**src/rtl/song_progress_bar.sv**
```systemverilog
// Song progress bar: beat counter driving a thermometer LED row via a division-free segment accumulator.
// Optional build macro SONG_PROGRESS_BLINK_EN adds frontier/pause blinking.
//
// state    | meaning
// S_IDLE   | no song; bar dark
// S_PLAY   | counting beats; bar shows progress
// S_PAUSED | progress held while i_pause is high
// S_DONE   | song finished; bar full
module song_progress_bar #(
  parameter int NUM_LEDS  = 10,
  parameter int CNT_W     = 8,
  parameter int BLINK_DIV = 22
) (
  input  logic                i_clk,
  input  logic                i_rst_n,
  input  logic                i_start,
  input  logic                i_pause,
  input  logic                i_beat,
  input  logic [CNT_W-1:0]    i_song_len,
  output logic [NUM_LEDS-1:0] o_prog,
  output logic [CNT_W-1:0]    o_beat_cnt,
  output logic                o_busy,
  output logic                o_done
);

  localparam int ACC_W = CNT_W + $clog2(NUM_LEDS) + 1;
  localparam int SEG_W = $clog2(NUM_LEDS + 1);
  localparam logic [CNT_W-1:0] LEDS_C = CNT_W'(NUM_LEDS);
  localparam logic [ACC_W-1:0] LEDS_A = ACC_W'(NUM_LEDS);

  if (NUM_LEDS < 2 || NUM_LEDS > (1 << CNT_W) - 1 || BLINK_DIV < 1) begin : g_param_check
    $error("song_progress_bar: illegal parameter combination");
  end

  typedef enum logic [1:0] {
    S_IDLE   = 2'd0,
    S_PLAY   = 2'd1,
    S_PAUSED = 2'd2,
    S_DONE   = 2'd3
  } state_t;

  state_t              r_state;
  state_t              w_state_nxt;
  logic [CNT_W-1:0]    r_len;
  logic [CNT_W-1:0]    r_cnt;
  logic [ACC_W-1:0]    r_acc;
  logic [SEG_W-1:0]    r_seg;
  logic [NUM_LEDS-1:0] r_bar;

  logic [CNT_W-1:0]    w_len_clamp;
  logic [CNT_W-1:0]    w_cnt_inc;
  logic [ACC_W-1:0]    w_acc_sum;
  logic [ACC_W-1:0]    w_acc_nxt;
  logic [SEG_W-1:0]    w_seg_inc;
  logic [SEG_W-1:0]    w_seg_d;
  logic [NUM_LEDS-1:0] w_bar_d;
  logic                w_beat_ok;
  logic                w_last;

  function automatic logic [NUM_LEDS-1:0] f_therm(input logic [SEG_W-1:0] seg);
    logic [NUM_LEDS-1:0] bar;
    bar = '0;
    for (int i = 0; i < NUM_LEDS; i++) begin
      bar[i] = (i <= int'(seg));
    end
    return bar;
  endfunction

  assign w_len_clamp = (i_song_len < LEDS_C) ? LEDS_C : i_song_len;
  // start and pause both outrank a beat in the same cycle
  assign w_beat_ok   = (r_state == S_PLAY) && i_beat && !i_pause && !i_start;
  assign w_cnt_inc   = r_cnt + 1'b1;
  assign w_last      = w_beat_ok && (w_cnt_inc == r_len);

  // len >= NUM_LEDS, so a single conditional subtract keeps acc below len
  always_comb begin
    w_acc_sum = r_acc + LEDS_A;
    w_acc_nxt = w_acc_sum;
    w_seg_inc = r_seg;
    if (w_acc_sum >= ACC_W'(r_len)) begin
      w_acc_nxt = w_acc_sum - ACC_W'(r_len);
      w_seg_inc = r_seg + 1'b1;
    end
  end

  always_comb begin
    w_seg_d = r_seg;
    if (i_start) begin
      w_seg_d = '0;
    end else if (w_beat_ok) begin
      w_seg_d = w_seg_inc;
    end
  end

  always_ff @(posedge i_clk) begin
    if (!i_rst_n) begin
      r_state <= S_IDLE;
    end else begin
      r_state <= w_state_nxt;
    end
  end

  always_comb begin
    w_state_nxt = r_state;
    if (i_start) begin
      w_state_nxt = S_PLAY;
    end else begin
      case (r_state)
        S_PLAY: begin
          if (i_pause) begin
            w_state_nxt = S_PAUSED;
          end else if (w_last) begin
            w_state_nxt = S_DONE;
          end
        end
        S_PAUSED: begin
          if (!i_pause) begin
            w_state_nxt = S_PLAY;
          end
        end
        default: w_state_nxt = r_state;
      endcase
    end
  end

  always_comb begin
    case (w_state_nxt)
      S_IDLE:  w_bar_d = '0;
      S_DONE:  w_bar_d = '1;
      default: w_bar_d = f_therm(w_seg_d);
    endcase
  end

  always_ff @(posedge i_clk) begin
    if (!i_rst_n) begin
      r_len <= '0;
      r_cnt <= '0;
      r_acc <= '0;
      r_seg <= '0;
      r_bar <= '0;
    end else begin
      r_bar <= w_bar_d;
      if (i_start) begin
        r_len <= w_len_clamp;
        r_cnt <= '0;
        r_acc <= '0;
        r_seg <= '0;
      end else if (w_beat_ok) begin
        r_cnt <= w_cnt_inc;
        r_acc <= w_acc_nxt;
        r_seg <= w_seg_inc;
      end
    end
  end

`ifdef SONG_PROGRESS_BLINK_EN
  logic [BLINK_DIV:0]  r_blink;
  logic [NUM_LEDS-1:0] w_front;
  logic                w_blink_on;

  always_ff @(posedge i_clk) begin
    if (!i_rst_n) begin
      r_blink <= '0;
    end else if (i_start) begin
      r_blink <= '0;
    end else if (r_state == S_PLAY || r_state == S_PAUSED) begin
      r_blink <= r_blink + 1'b1;
    end
  end

  assign w_front    = r_bar & ~(r_bar >> 1);
  assign w_blink_on = r_blink[BLINK_DIV];
`endif

  always_comb begin
    o_busy     = (r_state == S_PLAY) || (r_state == S_PAUSED);
    o_done     = (r_state == S_DONE);
    o_beat_cnt = r_cnt;
    o_prog     = r_bar;
`ifdef SONG_PROGRESS_BLINK_EN
    if (!w_blink_on) begin
      if (r_state == S_PLAY) begin
        o_prog = r_bar & ~w_front;
      end else if (r_state == S_PAUSED) begin
        o_prog = '0;
      end
    end
`endif
  end

endmodule

```
**config.mk**
```make
export PLATFORM = sky130hd
export DESIGN_NAME = song_progress_bar
export DESIGN_NICKNAME = d
export VERILOG_FILES = /design/src/rtl/song_progress_bar.sv
export SDC_FILE = /design/constraint.sdc
export NUM_CORES = 1
export LEC_CHECK = 0
export CAP_MARGIN = 20
export CORE_ASPECT_RATIO = 1.25
export CORE_MARGIN = 4
export CORE_UTILIZATION = 50
export DETAILED_ROUTE_END_ITERATION = 10
export GPL_ROUTABILITY_DRIVEN = 0
export PLACE_DENSITY_LB_ADDON = 0.3
export SLEW_MARGIN = 20
export SYNTH_ARGS = -nofsm -noshare
export SYNTH_HDL_FRONTEND = slang
export SYNTH_SLANG_ARGS = --single-unit
```
**constraint.sdc**
```tcl
create_clock -name i_clk -period 6.95 [get_ports i_clk]
set_clock_uncertainty 0.05 [all_clocks]
set_input_delay 1.39 -clock i_clk [delete_from_list [all_inputs] [get_ports i_clk]]
set_output_delay 1.39 -clock i_clk [all_outputs]
set_load 0.02 [all_outputs]
```
==> results.tsv <==
stage	metric	value	unit
status	result of the run	finished clean	
global_routing	leftover overflow at the end of global routing	0	
timing	peak clock frequency supported by timing	214	MHz
clocking	CTS tree	built	
timing	final cycle utilization of the critical path	67.1	%
power_and_ir_drop	power density normalized to cell area	174	mW/mm2
drt	remaining antenna violation count	0	
drt	Initial DRC Count	192	
timing	worst slack on hold paths	0.453	ns
timing	slew at the pin closest to its max-slew limit	1.03	ns
yosys	synthesized area divided by synthesized cell count	8.01	um2
setup_path	critical-path cell with the highest stage delay	sky130_fd_sc_hd__clkdlybuf4s50_1	
placement	final HPWL from detailed placement	5.15	mm
flow_run	max-cap violation count	0	
floorplan	Die ar.	0.00716	mm2
global_routing	first-pass GRT wire length	11.8	mm
clocking	number of gates resized after cts	0	
layout	proportion of layout cells with a drive suffix above 1	5.60	%
global_routing	maximum number of pins on one net before global-route repair	24	
layout	number of diodes	0	
timing	Setup TNS	0	ns
global_routing	aggregate global-route resource usage	20.3	%
drt	total number of vias	2741	
timing	post-route setup slack	2.28	ns
setup_path	type of the worst setup path	in2reg	
clocking	insertion delay to the later sink of the worst-skew pair	0.31	ns
yosys	net count of the mapped netlist	396	
drt	drt drc	0	
drt	Routed WL	7.00	mm
clocking	number of sinks driven by the clock tree	45	
yosys	count of yosys warnings during synthesis	0	
power_and_ir_drop	maximum VDD drop	0.131	mV
timing	final hold viol count	0	
floorplan	number of core rows	30	
timing	Min Clock Period, post-route	4.67	ns
yosys	count of unique library cells instantiated by Yosys	55	
clocking	Max clock buf depth	2	
placement	port buffer count	32	
setup_path	Worst EP arrival	4.81	ns
drt	detailed-route wire length per cell	15.3	um
clocking	# hold bufs at CTS	0	
setup_path	startpoint types	primary input	
yosys	share of synthesized registers carrying an async set or reset	0	%
yosys	synthesized flop and latch total	45	
timing	worst rel slew slack	31.5	%
clocking	root buf cell	sky130_fd_sc_hd__clkbuf_8	
yosys	Post-Synthesis Cell Area	0.00293	mm2
setup_path	maximum fanout along the worst path	15	
setup_path	worst path cell trace	clkdlybuf4s50_1 -> nand2_1 -> or2_2 -> nor2_1 -> nand4_1 -> nor4_1 -> o22a_1 -> o21ai_0 -> or2_2 -> ha_1 -> and2_1 -> nand3_1 -> o21ai_0 -> nor3_4 -> inv_2 -> a211o_1	
layout	most frequent cells in the layout	45 x sky130_fd_sc_hd__dfxtp_1, 42 x sky130_fd_sc_hd__nor2_1, 32 x sky130_fd_sc_hd__clkdlybuf4s50_1, 27 x sky130_fd_sc_hd__nand2_1, 25 x sky130_fd_sc_hd__a21oi_1	
floorplan	height of the chip	93.6	um
setup_path	endpoint kind of the worst setup timing path	flop	
setup_path	setup slack on the worst flop-to-flop path	2.97	ns
layout	utilization after layout	61.1	%
clocking	level count of the clock H-tree	2	
drt	number of detailed-routing iterations run before antenna repair	4	
global_routing	number of global-route vias before repair	2529	
yosys	commonest register cell after synthesis	sky130_fd_sc_hd__dfxtp_1	
yosys	cell count after synthesis	366	
clocking	clock slew at the register clock pins of the worst setup and hold paths	0.10	ns
floorplan	die width	76.5	um
layout	count of fill cells added during filler insertion	513	
yosys	sequential-to-total area share from yosys stat	30.7	%
clocking	Post-CTS Setup Bufs	0	
worst_hold_path	path type of the worst min-delay path	reg2reg	
clocking	CTS buffer count	5	
yosys	count of flip-flops with a built-in enable after synthesis	0	
drt	vias per cell	6.00	
setup_path	critical path data required time	7.10	ns
timing	unrepaired setup endpoints after global routing	false	
layout	synth-to-layout area growth	15.8	%
floorplan	Starting Density	52.7	%
layout	most frequent standard cell in the layout excluding fill and tap cells	sky130_fd_sc_hd__dfxtp_1	
global_routing	antenna violations before repair	0	
placement	minimum setup slack after placement	1.95	ns
power_and_ir_drop	Leakage Power	1.30	nW
layout	NumNets Final	422	
floorplan	number of primary I/O pins	33	
setup_path	largest stage delay on the critical path	0.45	ns
floorplan	core area	0.00556	mm2
timing	pins over their slew limit	0	
timing	Setup Viol. Count Final	0	
## sequential cells by signal, indices dropped and copies added, names as in the netlist
| signal | cells |
|---|---|
| o_beat_cnt | 8 |
| r_len | 8 |
| o_prog | 10 |
| r_acc | 13 |
| r_seg | 4 |
| r_state | 2 |
## routing by layer
layer	vias to the layer above	share of wire (%)	GRT usage, %
li1	1341	-	-
met1	1295	43	24.9
met2	89	49	35.7
met3	16	5.4	3.37
met4	0	2.2	7.40
met5	-	0	0
## report_power, final
group,switching [mW],internal (mW),total [mW]
Clock,0.0987,0.108,0.206
Sequential,0.00687,0.263,0.270
Combinational,0.0664,0.0472,0.114
## layout make-up
class | instances | area, um2 | area share, %
flip-flops and latches | 45 | 901 | 26.5
repair buffers | 34 | 335 | 9.88
inverters | 20 | 75.1 | 2.21
well taps | 64 | 80.1 | 2.36
clock buffers | 5 | 68.8 | 2.03
multi-input cells | 286 | 1890 | 55.6
clock inverters | 3 | 46.3 | 1.36
## stage by stage
step / area [um2] / power [mW] / std cells
finish: 3390 / 0.590 / 457
global route: 3390 / 0.616 / 457
CTS: 3390 / 0.590 / 457
detailed placement: 3280 / 0.388 / 449
global placement: 3280 / 0.386 / 449
floorplan: 2930 / 0.359 / 366
## worst max-delay path, delay by kind of cell
kind / cells / cell delay [ns]
AOI/OAI and AO/OA: 4 / 0.70
buffers and inverters: 2 / 0.51
adders and majority gates: 1 / 0.30
and+or+nand+nor: 9 / 1.92
## logic make-up (layout without fill, tap and decap cells)
group	count (synthesis)	after routing	synth area share, %
adder cells (fa/ha/maj)	17	17	7.51
multiplexers	9	9	3.07
buffers and inverters	35	62	4.87
AO/OA/AOI/OAI	98	98	21.4
flip-flops	45	45	30.7
XOR/XNOR	35	35	10.5
AND/OR/NAND/NOR	127	127	22.0
## final timing paths
check	from	endpoint	cells after the start
worst max-delay path	i_beat	o_prog[1]	16
worst max register to register	r_acc[1]	o_prog[1]	12
worst min register to register	r_acc[0]	r_acc[0]	2
worst min-delay path	r_acc[0]	r_acc[0]	2
## cell usage after synthesis (2+ instances only)
master | instances | area share, %
sky130_fd_sc_hd__o211ai_1 | 6 | 1.5
sky130_fd_sc_hd__and2_1 | 5 | 1.1
sky130_fd_sc_hd__a21o_1 | 4 | 1.0
sky130_fd_sc_hd__and3_1 | 4 | 0.85
sky130_fd_sc_hd__nand2_1 | 27 | 3.5
sky130_fd_sc_hd__a31oi_1 | 6 | 1.3
sky130_fd_sc_hd__o21bai_1 | 2 | 0.51
sky130_fd_sc_hd__nor4_1 | 2 | 0.43
sky130_fd_sc_hd__nor2b_1 | 2 | 0.43
sky130_fd_sc_hd__a211o_1 | 2 | 0.60
sky130_fd_sc_hd__nor2_1 | 42 | 5.4
sky130_fd_sc_hd__or2_2 | 6 | 1.3
sky130_fd_sc_hd__inv_1 | 19 | 2.4
sky130_fd_sc_hd__mux2i_1 | 9 | 3.1
sky130_fd_sc_hd__o21ai_1 | 8 | 1.4
sky130_fd_sc_hd__nand2b_1 | 5 | 1.1
sky130_fd_sc_hd__or4_1 | 2 | 0.51
sky130_fd_sc_hd__dfxtp_1 | 45 | 31
sky130_fd_sc_hd__a21oi_1 | 25 | 4.3
sky130_fd_sc_hd__a22o_1 | 2 | 0.60
sky130_fd_sc_hd__o21ai_0 | 22 | 3.8
sky130_fd_sc_hd__nand4_1 | 6 | 1.3
sky130_fd_sc_hd__clkbuf_1 | 8 | 1.0
sky130_fd_sc_hd__ha_1 | 16 | 6.8
sky130_fd_sc_hd__nor3_1 | 2 | 0.34
sky130_fd_sc_hd__xnor2_1 | 19 | 5.7
sky130_fd_sc_hd__a32o_1 | 2 | 0.68
sky130_fd_sc_hd__o21a_1 | 4 | 1.0
sky130_fd_sc_hd__or3_1 | 5 | 1.1
sky130_fd_sc_hd__a211oi_1 | 2 | 0.51
sky130_fd_sc_hd__xor2_1 | 16 | 4.8
sky130_fd_sc_hd__nand3_1 | 9 | 1.5
sky130_fd_sc_hd__buf_2 | 6 | 1.0
sky130_fd_sc_hd__a31o_1 | 3 | 0.90
sky130_fd_sc_hd__nor3b_1 | 3 | 0.77
(Power assumes the default switching activity.)
